==> src/rtl/riscv_pkg.sv <==
// Shared RISC-V decode definitions: opcodes, ALU op encoding, writeback/jump codes
// and the control word produced by the decoder.
package riscv_pkg;

    localparam logic [6:0] OPC_LOAD      = 7'b0000011;
    localparam logic [6:0] OPC_OP_IMM    = 7'b0010011;
    localparam logic [6:0] OPC_AUIPC     = 7'b0010111;
    localparam logic [6:0] OPC_OP_IMM_32 = 7'b0011011;
    localparam logic [6:0] OPC_STORE     = 7'b0100011;
    localparam logic [6:0] OPC_OP        = 7'b0110011;
    localparam logic [6:0] OPC_LUI       = 7'b0110111;
    localparam logic [6:0] OPC_OP_32     = 7'b0111011;
    localparam logic [6:0] OPC_BRANCH    = 7'b1100011;
    localparam logic [6:0] OPC_JALR      = 7'b1100111;
    localparam logic [6:0] OPC_JAL       = 7'b1101111;

    localparam logic [3:0] ALU_ADD  = 4'b0000;
    localparam logic [3:0] ALU_SUB  = 4'b0001;
    localparam logic [3:0] ALU_SLL  = 4'b0010;
    localparam logic [3:0] ALU_SLT  = 4'b0011;
    localparam logic [3:0] ALU_SLTU = 4'b0100;
    localparam logic [3:0] ALU_XOR  = 4'b0101;
    localparam logic [3:0] ALU_SRL  = 4'b0110;
    localparam logic [3:0] ALU_SRA  = 4'b0111;
    localparam logic [3:0] ALU_OR   = 4'b1000;
    localparam logic [3:0] ALU_AND  = 4'b1001;

    localparam logic [1:0] IR_PC4 = 2'b00;
    localparam logic [1:0] IR_ALU = 2'b01;
    localparam logic [1:0] IR_MEM = 2'b10;

    localparam logic [1:0] JMP_NONE = 2'b00;
    localparam logic [1:0] JMP_JAL  = 2'b01;
    localparam logic [1:0] JMP_JALR = 2'b10;

    localparam logic [31:0] INSTR_NOP = 32'h0000_0013;

    typedef struct packed {
        logic       we_reg;
        logic       adder_pc;
        logic [1:0] input_reg;
        logic       source_alu;
        logic [3:0] op_code_alu;
        logic       mem_we;
        logic [2:0] mem_size;
        logic [1:0] jmp_pc;
        logic       b_pc;
        logic       alu_not;
        logic       illegal;
    } ctrl_t;

    // alt selects SUB for funct3=000 and SRA for funct3=101
    function automatic logic [3:0] alu_op(input logic [2:0] funct3, input logic alt);
        logic [3:0] op;
        case (funct3)
            3'b000:  op = alt ? ALU_SUB : ALU_ADD;
            3'b001:  op = ALU_SLL;
            3'b010:  op = ALU_SLT;
            3'b011:  op = ALU_SLTU;
            3'b100:  op = ALU_XOR;
            3'b101:  op = alt ? ALU_SRA : ALU_SRL;
            3'b110:  op = ALU_OR;
            default: op = ALU_AND;
        endcase
        return op;
    endfunction

endpackage

==> src/rtl/decode_comb.sv <==
// Combinational RV32I/RV64I decoder: raw instruction word to control word,
// register indices and extended immediate.
module decode_comb
    import riscv_pkg::*;
#(
    parameter int XLEN      = 32,
    parameter int REG_W     = 5,
    parameter int X0_SQUASH = 1
) (
    input  logic [31:0]      instr,
    output ctrl_t            ctrl,
    output logic [XLEN-1:0]  immediate,
    output logic [REG_W-1:0] select_a,
    output logic [REG_W-1:0] select_b,
    output logic [REG_W-1:0] select_d
);

    logic [6:0]      opcode;
    logic [2:0]      funct3;
    logic [XLEN-1:0] imm_i, imm_s, imm_b, imm_j, imm_u, shamt, shamt_w;
    logic            is_shift;

    assign opcode   = instr[6:0];
    assign funct3   = instr[14:12];
    assign is_shift = (funct3 == 3'b001) || (funct3 == 3'b101);

    assign imm_i   = {{(XLEN-12){instr[31]}}, instr[31:20]};
    assign imm_s   = {{(XLEN-12){instr[31]}}, instr[31:25], instr[11:7]};
    assign imm_b   = {{(XLEN-13){instr[31]}}, instr[31], instr[7], instr[30:25], instr[11:8], 1'b0};
    assign imm_j   = {{(XLEN-21){instr[31]}}, instr[31], instr[19:12], instr[20], instr[30:21], 1'b0};
    assign imm_u   = {{(XLEN-31){instr[31]}}, instr[30:12], 12'b0};
    assign shamt_w = {{(XLEN-5){1'b0}}, instr[24:20]};
    assign shamt   = (XLEN == 32) ? shamt_w : {{(XLEN-6){1'b0}}, instr[25:20]};

    always_comb begin
        ctrl      = '0;
        immediate = '0;
        select_a  = REG_W'(instr[19:15]);
        select_b  = REG_W'(instr[24:20]);
        select_d  = REG_W'(instr[11:7]);

        case (opcode)
            OPC_OP: begin
                ctrl.we_reg      = 1'b1;
                ctrl.input_reg   = IR_ALU;
                ctrl.op_code_alu = alu_op(funct3, instr[30]);
            end
            OPC_OP_32: begin
                ctrl.illegal     = (XLEN == 32);
                ctrl.we_reg      = 1'b1;
                ctrl.input_reg   = IR_ALU;
                ctrl.op_code_alu = alu_op(funct3, instr[30]);
            end
            OPC_OP_IMM, OPC_OP_IMM_32: begin
                ctrl.illegal     = (opcode == OPC_OP_IMM_32) && (XLEN == 32);
                ctrl.we_reg      = 1'b1;
                ctrl.input_reg   = IR_ALU;
                ctrl.source_alu  = 1'b1;
                // immediate forms never produce SUB; instr[30] only picks SRAI
                ctrl.op_code_alu = alu_op(funct3, (funct3 == 3'b101) && instr[30]);
                if (is_shift)
                    immediate = (opcode == OPC_OP_IMM) ? shamt : shamt_w;
                else
                    immediate = imm_i;
            end
            OPC_LOAD: begin
                ctrl.we_reg     = 1'b1;
                ctrl.input_reg  = IR_MEM;
                ctrl.source_alu = 1'b1;
                ctrl.mem_size   = funct3;
                immediate       = imm_i;
            end
            OPC_STORE: begin
                ctrl.mem_we     = 1'b1;
                ctrl.source_alu = 1'b1;
                ctrl.mem_size   = funct3;
                immediate       = imm_s;
            end
            OPC_BRANCH: begin
                ctrl.b_pc = 1'b1;
                immediate = imm_b;
                case (funct3)
                    3'b000:  begin ctrl.op_code_alu = ALU_SUB;  ctrl.alu_not = 1'b1; end
                    3'b001:  begin ctrl.op_code_alu = ALU_SUB;  ctrl.alu_not = 1'b0; end
                    3'b100:  begin ctrl.op_code_alu = ALU_SLT;  ctrl.alu_not = 1'b0; end
                    3'b101:  begin ctrl.op_code_alu = ALU_SLT;  ctrl.alu_not = 1'b1; end
                    3'b110:  begin ctrl.op_code_alu = ALU_SLTU; ctrl.alu_not = 1'b0; end
                    3'b111:  begin ctrl.op_code_alu = ALU_SLTU; ctrl.alu_not = 1'b1; end
                    default: ctrl.illegal = 1'b1;
                endcase
            end
            OPC_JAL: begin
                ctrl.we_reg    = 1'b1;
                ctrl.input_reg = IR_PC4;
                ctrl.jmp_pc    = JMP_JAL;
                immediate      = imm_j;
            end
            OPC_JALR: begin
                ctrl.we_reg     = 1'b1;
                ctrl.input_reg  = IR_PC4;
                ctrl.jmp_pc     = JMP_JALR;
                ctrl.source_alu = 1'b1;
                immediate       = imm_i;
            end
            OPC_LUI: begin
                ctrl.we_reg     = 1'b1;
                ctrl.input_reg  = IR_ALU;
                ctrl.source_alu = 1'b1;
                select_a        = '0;
                immediate       = imm_u;
            end
            OPC_AUIPC: begin
                ctrl.we_reg     = 1'b1;
                ctrl.adder_pc   = 1'b1;
                ctrl.input_reg  = IR_ALU;
                ctrl.source_alu = 1'b1;
                immediate       = imm_u;
            end
            default: ctrl.illegal = 1'b1;
        endcase

        // Illegal words and the canonical NOP travel as empty control words
        if (ctrl.illegal || (instr == INSTR_NOP)) begin
            ctrl         = '0;
            ctrl.illegal = (instr != INSTR_NOP);
            immediate    = '0;
            select_a     = '0;
            select_b     = '0;
            select_d     = '0;
        end

        if ((X0_SQUASH != 0) && (instr[11:7] == 5'd0))
            ctrl.we_reg = 1'b0;
    end

endmodule

==> src/rtl/decode_stage.sv <==
// Registered decode stage: decode_comb behind a valid/ready handshake with a
// main register plus skid register (2-entry FIFO) and flush.
module decode_stage
    import riscv_pkg::*;
#(
    parameter int XLEN      = 32,
    parameter int REG_W     = 5,
    parameter int X0_SQUASH = 1
) (
    input  logic             clk,
    input  logic             reset,
    input  logic             flush,
    input  logic             in_valid,
    output logic             in_ready,
    input  logic [31:0]      in_instr,
    input  logic [XLEN-1:0]  in_pc,
    output logic             out_valid,
    input  logic             out_ready,
    output logic [XLEN-1:0]  out_pc,
    output logic [XLEN-1:0]  out_immediate,
    output logic             out_we_reg,
    output logic             out_adder_pc,
    output logic [1:0]       out_input_reg,
    output logic [REG_W-1:0] out_select_a,
    output logic [REG_W-1:0] out_select_b,
    output logic [REG_W-1:0] out_select_d,
    output logic             out_source_alu,
    output logic [3:0]       out_op_code_alu,
    output logic             out_mem_we,
    output logic [2:0]       out_mem_size,
    output logic [1:0]       out_jmp_pc,
    output logic             out_b_pc,
    output logic             out_alu_not,
    output logic             out_illegal
);

    typedef struct packed {
        logic [XLEN-1:0]  pc;
        logic [XLEN-1:0]  imm;
        logic [REG_W-1:0] sel_a;
        logic [REG_W-1:0] sel_b;
        logic [REG_W-1:0] sel_d;
        ctrl_t            ctrl;
    } entry_t;

    ctrl_t            dec_ctrl;
    logic [XLEN-1:0]  dec_imm;
    logic [REG_W-1:0] dec_a, dec_b, dec_d;
    entry_t           new_p0, main_p1, skid_p1;
    logic             vld_p1, skid_vld_p1;
    logic             accept, main_free;

    decode_comb #(.XLEN(XLEN), .REG_W(REG_W), .X0_SQUASH(X0_SQUASH)) u_decode_comb (
        .instr     (in_instr),
        .ctrl      (dec_ctrl),
        .immediate (dec_imm),
        .select_a  (dec_a),
        .select_b  (dec_b),
        .select_d  (dec_d)
    );

    always_comb begin
        new_p0.pc    = in_pc;
        new_p0.imm   = dec_imm;
        new_p0.sel_a = dec_a;
        new_p0.sel_b = dec_b;
        new_p0.sel_d = dec_d;
        new_p0.ctrl  = dec_ctrl;
    end

    assign in_ready  = ~skid_vld_p1;
    assign accept    = in_valid & in_ready;
    assign main_free = ~vld_p1 | out_ready;

    // ---- stage boundary: main/skid registers ----
    always_ff @(posedge clk) begin
        if (reset) begin
            vld_p1      <= 1'b0;
            skid_vld_p1 <= 1'b0;
            main_p1     <= '0;
        end else if (flush) begin
            vld_p1      <= 1'b0;
            skid_vld_p1 <= 1'b0;
        end else if (main_free) begin
            if (skid_vld_p1) begin
                main_p1     <= skid_p1;
                vld_p1      <= 1'b1;
                skid_vld_p1 <= accept;
                if (accept) skid_p1 <= new_p0;
            end else begin
                vld_p1 <= accept;
                if (accept) main_p1 <= new_p0;
            end
        end else if (accept) begin
            skid_p1     <= new_p0;
            skid_vld_p1 <= 1'b1;
        end
    end

    assign out_valid       = vld_p1;
    assign out_pc          = main_p1.pc;
    assign out_immediate   = main_p1.imm;
    assign out_select_a    = main_p1.sel_a;
    assign out_select_b    = main_p1.sel_b;
    assign out_select_d    = main_p1.sel_d;
    assign out_we_reg      = main_p1.ctrl.we_reg;
    assign out_adder_pc    = main_p1.ctrl.adder_pc;
    assign out_input_reg   = main_p1.ctrl.input_reg;
    assign out_source_alu  = main_p1.ctrl.source_alu;
    assign out_op_code_alu = main_p1.ctrl.op_code_alu;
    assign out_mem_we      = main_p1.ctrl.mem_we;
    assign out_mem_size    = main_p1.ctrl.mem_size;
    assign out_jmp_pc      = main_p1.ctrl.jmp_pc;
    assign out_b_pc        = main_p1.ctrl.b_pc;
    assign out_alu_not     = main_p1.ctrl.alu_not;
    assign out_illegal     = main_p1.ctrl.illegal;

endmodule

==> config.mk <==
export PLATFORM = sky130hd
export DESIGN_NAME = decode_stage
export DESIGN_NICKNAME = d
export VERILOG_FILES = /design/src/rtl/riscv_pkg.sv /design/src/rtl/decode_comb.sv /design/src/rtl/decode_stage.sv
export SDC_FILE = /design/constraint.sdc
export NUM_CORES = 1
export LEC_CHECK = 0
export CAP_MARGIN = 0
export CELL_PAD_IN_SITES_DETAIL_PLACEMENT = 1
export CELL_PAD_IN_SITES_GLOBAL_PLACEMENT = 1
export CORE_MARGIN = 5
export CORE_UTILIZATION = 38
export CTS_BUF_LIST = sky130_fd_sc_hd__clkbuf_4
export DETAILED_ROUTE_END_ITERATION = 10
export PLACE_DENSITY_LB_ADDON = 0.1
export SLEW_MARGIN = 40
export SYNTH_ARGS = -nofsm -noshare
export SYNTH_HDL_FRONTEND = slang
export SYNTH_HIERARCHICAL = 1
export SYNTH_SLANG_ARGS = --single-unit
==> constraint.sdc <==
create_clock -name clk -period 12.69 [get_ports clk]
set_input_delay 1.9035 -clock clk [delete_from_list [all_inputs] [get_ports clk]]
set_output_delay 1.9035 -clock clk [all_outputs]
set_load 0.01 [all_outputs]
==> implementation parameters, run 1 <==
Parameter                              Value

Timing
  Relative slew slack ... 0.454
  Number of max-slew violations in the final report ... 0
  Final hold violation count ... 0
  Slew at the pin closest to its max-slew limit ... 0.819 ns
  Share of the clock period used by the worst path after layout ... 0.377
  Final setup viols ... 0
  Setup clock skew after layout ... 0.0248 ns
  Post-route minimum period ... 4.79 ns
  Aggregate negative setup slack ... 0 ns
  Maximum achievable frequency ... 0.209 GHz
  RSZ-0062 raised after global routing ... false
  Final worst setup slack ... 7.90 ns

Clock tree
  Clock latency of the later-clocked register in the worst-skew pair ... 0.59 ns
  CTS Buf Count ... 17
  CTS sink cnt ... 196
  H-tree levels ... 4
  Clock root buffer ... clkbuf_4
  Number of buffers between clock root and the deepest sink ... 2
  Post-CTS clock slew at the launch and capture registers of the worst setup and hold paths ... 0.16 ns
  Post-CTS setup buffer count ... 0
  Post-cts repair resize count ... 0
  TritonCTS clock tree ... done
  Hold-fix buffer count after cts ... 0

Min path
  Worst hold-check path type ... reg2reg
  Endpoint with the worst hold slack ... out_select_b[4]
  Hold wc startpoint ... out_select_b[4]
  Number of instances on the worst hold path ... 2

Die
  Initial core utilization ... 0.383
  Die area ... 0.0258 mm²
  Die Span X ... 161 µm
  Area of the core ... 0.0225 mm²
  Core Rows ... 55
  Io pins ... 168
  Height of the chip ... 161 µm

Critical path
  Standard cell with the maximum stage delay on the critical path ... clkdlybuf4s50_1
  Instance count on the critical path ... 8
  R2r startpoint ... out_valid
  Worst reg2reg path endpoint ... out_select_b[2]
  Critical Path RT ... 13.20 ns
  Setup slack, reg-to-reg ... 10.18 ns
  Arrival time worst endpoint ... 5.29 ns
  Largest fanout on the critical path ... 26
  Worst Reg2Reg Path Length in Cells ... 5
  Series of cell instances along the critical path ... clkdlybuf4s50_1 > and4b_1 > a41oi_1 > o21a_1 > nand4b_2 > a21oi_1 > mux2i_1 > a211oi_2
  Setup CP Type ... in2reg
  Kind of end point of the critical path ... register
  Worst path max stage delay ... 0.80 ns
  CP Buf/Inv Count ... 1
  Startpoint type of the worst setup path ... input port
  Largest delay contributor family on the critical path ... compound AO/OA/AOI/OAI gates

Power and ir drop
  Power density over the cells ... 111 mW/mm²
  Static power due to leakage ... 3.30 nW
  Worst supply voltage drop on vdd ... 0.0000453 V

Layout
  Fraction of the core area covered by cells at the end of the flow ... 0.475
  Ratio of cells with drive above 1 in the final layout ... 0.0998
  Layout fillers ... 2412
  Leading cell types in the layout, fill and taps excluded ... clkdlybuf4s50_1 (166), a21oi_1 (123), dfxtp_1 (98)
  Total Nets Final ... 938
  Commonest non-fill, non-tap cell in the layout ... clkdlybuf4s50_1
  Most flop-heavy register ... skid_p1
  Final instance count without filler cells ... 1168
  Number of flip-flops under the largest register name ... 97
  Layout overhead on the synthesized area ... 24.0%

Synthesis
  Most used DFF post-synth ... dfxtp_1
  Number of flops mapped to enable cells by yosys ... 97
  Instance count of the mapped netlist ... 745
  Largest area contributor in the synthesized netlist ... edfxtp_1
  Fraction of post-synthesis cell area in the top cell type by area ... 0.338
  Number of different library cells in the post-synthesis netlist ... 47
  Most area-consuming cells after synthesis ... edfxtp_1 (34%), dfxtp_1 (23%), mux2i_1 (11%)
  Synthesized net count ... 814
  Number of synthesized register bits ... 196
  Proportion of synthesized flip-flops having asynchronous set or reset ... 0
  Register area share after synthesis ... 0.568
  Avg Synthesized Cell Area ... 11.6 µm²
  Post-Synthesis Cell Area ... 0.00862 mm²
  Warnings, synthesis ... 6

Global routing
  Via count of the first global-routing pass ... 6834
  Wire length of the first global-routing pass ... 40000 µm
  Maximum number of pins on one net before global-route repair ... 102
  Number of antenna violations at the first check in global routing ... 1
  Remaining Overflow, GRT ... 0
  Tot GR Track Use ... 0.193

Outcome
  Run status ... finished, final reports clean

Drt
  DRT antenna net count ... 0
  Detailed-route via count ... 6549
  Routed wire per std cell ... 21.9 µm
  Number of optimization iterations in the first detailed-route pass ... 5
  Post-detailed-routing wire length ... 25500 µm
  Count of routing violations after the opening detailed-route iteration ... 310
  Number of remaining DRC errors ... 0
  Vias per cell ... 5.61

Placement
  Final GP Congestion ... 0.911
  Total of buffers placed on input and output ports ... 167
  DP Wirelength ... 17000 µm
  Number of placed cells counting well taps ... 1135
  Setup Slack @ Placement ... 7.30 ns

Flow run
  Max_cap viols ... 0
[Yosys cell counts (all sizes together), types with 2 or more instances]
library cell    n
a21oi         123
a211oi         99
dfxtp          99
edfxtp         97
mux2i          97
clkbuf         47
nand2          35
buf            22
nor2           22
and3           20
and2           12
o21ai          10
nor4            7
a22oi           6
nand3           6
nor2b           6
nor3            6
inv             4
nand2b          3
o22ai           3
a31oi           2
nand3b          2
nand4           2
nand4b          2
o21ba           2
[where the power goes]
part	switching (mW)	total, mW	leakage, nW	internal (mW)
Combinational	0.0822	0.161	1.32	0.0785
Sequential	0.0124	0.693	1.85	0.680
Clock	0.227	0.329	0.139	0.102
Total	0.322	1.18	3.30	0.861
[through the flow]
step / total power [mW] / hold WS [ns] / cell area (µm²)
detailed placement: 0.869 / 0.518 / 10400
floorplan: 0.781 / 0.536 / 8620
finish: 1.18 / 0.537 / 10700
global route: 1.24 / 0.559 / 10700
CTS: 1.20 / 0.536 / 10700
global placement: 0.863 / 0.508 / 10400
[final cells by class]
class	count	area, µm²	area share
Sequential cell	196	4900	0.458
Multi-Input combinational cell	476	3390	0.318
Timing Repair Buffer	174	1750	0.164
Tap cell	285	357	0.0334
Clock inverter	15	144	0.0135
Clock buffer	17	128	0.0119
Inverter	4	15.0	0.00140
Antenna cell	1	2.50	0.000234
[per-layer routing]
metal	track usage	share of wire	routed length (µm)
met1	0.264	0.47	11900
met2	0.315	0.48	12200
met3	0.0398	0.041	1050
met4	0.0446	0.013	339
met5	0	0	0
[cells by family (layout without fill, tap and decap cells)]
logic type             Yosys count  in the layout  share of synthesized area
multiplexers                    97             97                      0.113
AO/OA/AOI/OAI                  250            250                      0.197
other                            0              1                          0
flip-flops                     196            196                      0.568
buffers and inverters           73            210                     0.0408
AND/OR/NAND/NOR                129            129                     0.0813
[tightest hold or removal path, cell delays in order (launching register included)]
cell      delay [ns]
dfxtp_1         0.34
a21oi_1         0.11
a211oi_1        0.06
[worst max path at each step]
stage                 from                end
2_1_floorplan    out_ready         skid_p1[0]
3_3_place_gp   in_instr[4]  out_immediate[25]
3_5_place_dp   in_instr[4]  out_immediate[22]
4_1_cts        in_instr[4]  out_immediate[27]
5_1_grt        in_instr[4]   out_immediate[0]
6_report       in_instr[4]  out_immediate[27]
No activity file was read; power rests on OpenSTA's default activity.
==> run 2: changes to the inputs <==
CORE_UTILIZATION = 42   (was 38)
clock period = 4.7 ns   (was 12.69 ns; I/O delays follow)
==> run 2 against run 1 <==
Compared with the run above:
- core utilization grew 5.8 points
- clock-buffer cell count increased by 4
- worst setup slack worse by 6.2 ns
- critical path type unchanged
- critical endpoint is now out_immediate[0]
- largest cell class unchanged
- largest power group unchanged
- highest routed layer unchanged
==> implementation parameters, run 2 (synthesized netlist as in run 1, its figures left out) <==
Parameter                              Value

Clock tree
  Number of buffers between clock root and the deepest sink ... 2
  CTS sink cnt ... 196
  Hold-fix buffer count after cts ... 0
  Post-CTS clock slew at the launch and capture registers of the worst setup and hold paths ... 0.16 ns
  H-tree levels ... 4
  Post-CTS setup buffer count ... 0
  TritonCTS clock tree ... done
  Clock latency of the later-clocked register in the worst-skew pair ... 0.60 ns
  Clock root buffer ... clkbuf_4
  CTS Buf Count ... 17
  Post-cts repair resize count ... 0

Drt
  DRT antenna net count ... 0
  Vias per cell ... 5.74
  Number of optimization iterations in the first detailed-route pass ... 4
  Detailed-route via count ... 6666
  Number of remaining DRC errors ... 0
  Post-detailed-routing wire length ... 25400 µm
  Count of routing violations after the opening detailed-route iteration ... 317
  Routed wire per std cell ... 21.8 µm

Min path
  Worst hold-check path type ... in2reg
  Hold wc startpoint ... reset

Critical path
  Arrival time worst endpoint ... 3.53 ns
  Standard cell with the maximum stage delay on the critical path ... clkdlybuf4s50_1
  Startpoint type of the worst setup path ... input port
  Series of cell instances along the critical path ... clkdlybuf4s50_1 > and4b_1 > a41oi_1 > o21a_1 > nand4b_2 > buf_4 > a21oi_1 > mux2i_1 > a211oi_1
  Kind of end point of the critical path ... register
  Setup CP Type ... in2reg
  Worst path max stage delay ... 0.80 ns
  Largest fanout on the critical path ... 26
  Critical Path Start ... in_instr[4]
  R2r startpoint ... skid_vld_p1
  Critical Path RT ... 5.19 ns

Timing
  Slew at the pin closest to its max-slew limit ... 0.826 ns
  Final hold violation count ... 0
  Share of the clock period used by the worst path after layout ... 0.648
  Number of max-slew violations in the final report ... 0
  RSZ-0062 raised after global routing ... false
  Setup clock skew after layout ... 0.0312 ns
  Final setup viols ... 0
  Post-route minimum period ... 3.04 ns
  Maximum achievable frequency ... 0.329 GHz
  Hold slack final ... 0.436 ns
  Relative slew slack ... 0.449

Global routing
  Number of antenna violations at the first check in global routing ... 1
  Maximum number of pins on one net before global-route repair ... 100
  Remaining Overflow, GRT ... 0
  Tot GR Track Use ... 0.212
  Wire length of the first global-routing pass ... 40400 µm
  Via count of the first global-routing pass ... 7107

Layout
  Total Nets Final ... 947
  Commonest non-fill, non-tap cell in the layout ... clkdlybuf4s50_1
  Number of flip-flops under the largest register name ... 97
  Most flop-heavy register ... skid_p1
  Leading cell types in the layout, fill and taps excluded ... clkdlybuf4s50_1 (166), a21oi_1 (123), dfxtp_1 (98)
  Fraction of the core area covered by cells at the end of the flow ... 0.533
  Ratio of cells with drive above 1 in the final layout ... 0.110
  Layout overhead on the synthesized area ... 25.1%
  Final Instance Area ... 0.0108 mm²

Power and ir drop
  Internal power ... 2.45 mW
  Design Power ... 3.29 mW
  Sw Share ... 0.256
  Net switching power figure ... 0.844 mW
  Clk network pwr share ... 0.300
  Power density over the cells ... 306 mW/mm²
  Flop pwr share ... 0.567
  Worst supply voltage drop on vdd ... 0.000131 V
  Combinational cell fraction of total power ... 0.133
  Static power due to leakage ... 3.38 nW

Placement
  DP Wirelength ... 17300 µm
  Final GP Congestion ... 0.851
  Total of buffers placed on input and output ports ... 167
  Cell area reported after detailed placement ... 0.0105 mm²

Flow run
  Max_cap viols ... 0

Die
  Core Rows ... 52
  Initial core utilization ... 0.426
  Height of the chip ... 153 µm
  Die Span X ... 153 µm
  Io pins ... 168
  Area of the core ... 0.0202 mm²
  Die area ... 0.0235 mm²

Outcome
  Run status ... finished, final reports clean
## run 2: cell count changes in the layout (fill, tap and decap cells not counted), moves of 2 or more
| cell | before | now |
|---|---|---|
| buf_4 | 2 | 13 |
| inv_8 | 2 | 0 |
| bufinv_16 | 1 | 3 |
| clkinvlp_4 | 3 | 1 |
| clkbuf_8 | 2 | 0 |
| clkbuf_4 | 17 | 21 |
| inv_6 | 5 | 3 |
## run 2: through the flow
stage	std cells	setup WS [ns]	setup TNS, ns
detailed placement	1129	1.08	0
finish	1162	1.66	0
floorplan	745	-0.0523	-5.07
global placement	1126	1.25	0
CTS	1161	1.71	0
global route	1162	1.40	0
## run 2: final timing paths
check,end,slack (ns),cells after the start
setup / recovery,out_immediate[0],1.66,9
hold / removal,out_pc[8],0.44,2
setup reg to reg,out_mem_size[0],2.41,4
hold reg to reg,out_pc[18],0.53,2
## run 2: power groups by stage
stage | sequential (mW) | clock [mW] | combinational (mW)
after global routing | 1.88 | 1.09 | 0.472
after detailed placement | 1.91 | 0 | 0.440
after floorplan | 1.93 | 0 | 0.182
after global placement | 1.90 | 0 | 0.426
after CTS | 1.87 | 1.02 | 0.442
final | 1.87 | 0.987 | 0.438
## run 2: critical path: cells and delay by family
kind	cells	cell delay (ns)
multiplexers	1	0.12
AO/OA/AOI/OAI	4	1.22
buffers and inverters	2	1.05
AND/OR/NAND/NOR	2	0.44
## run 2: routing by layer
layer / GRT usage / up-vias / routed length (µm)
met1: 0.290 / 3390 / 11600
met4: 0.0458 / 0 / 231
met3: 0.0458 / 17 / 1150
met5: 0 / - / 0
li1: - / 3108 / -
met2: 0.350 / 151 / 12300
## run 2: cell type report
cell class              instances  area (µm²)
flip-flops and latches        196        4900
clock inverters                11         151
clock buffers                  21         158
well taps                     270         338
repair buffers                183        1810
inverters                       4        15.0
multi-input cells             476        3400
fillers                      2143        9460
diodes                          1        2.50
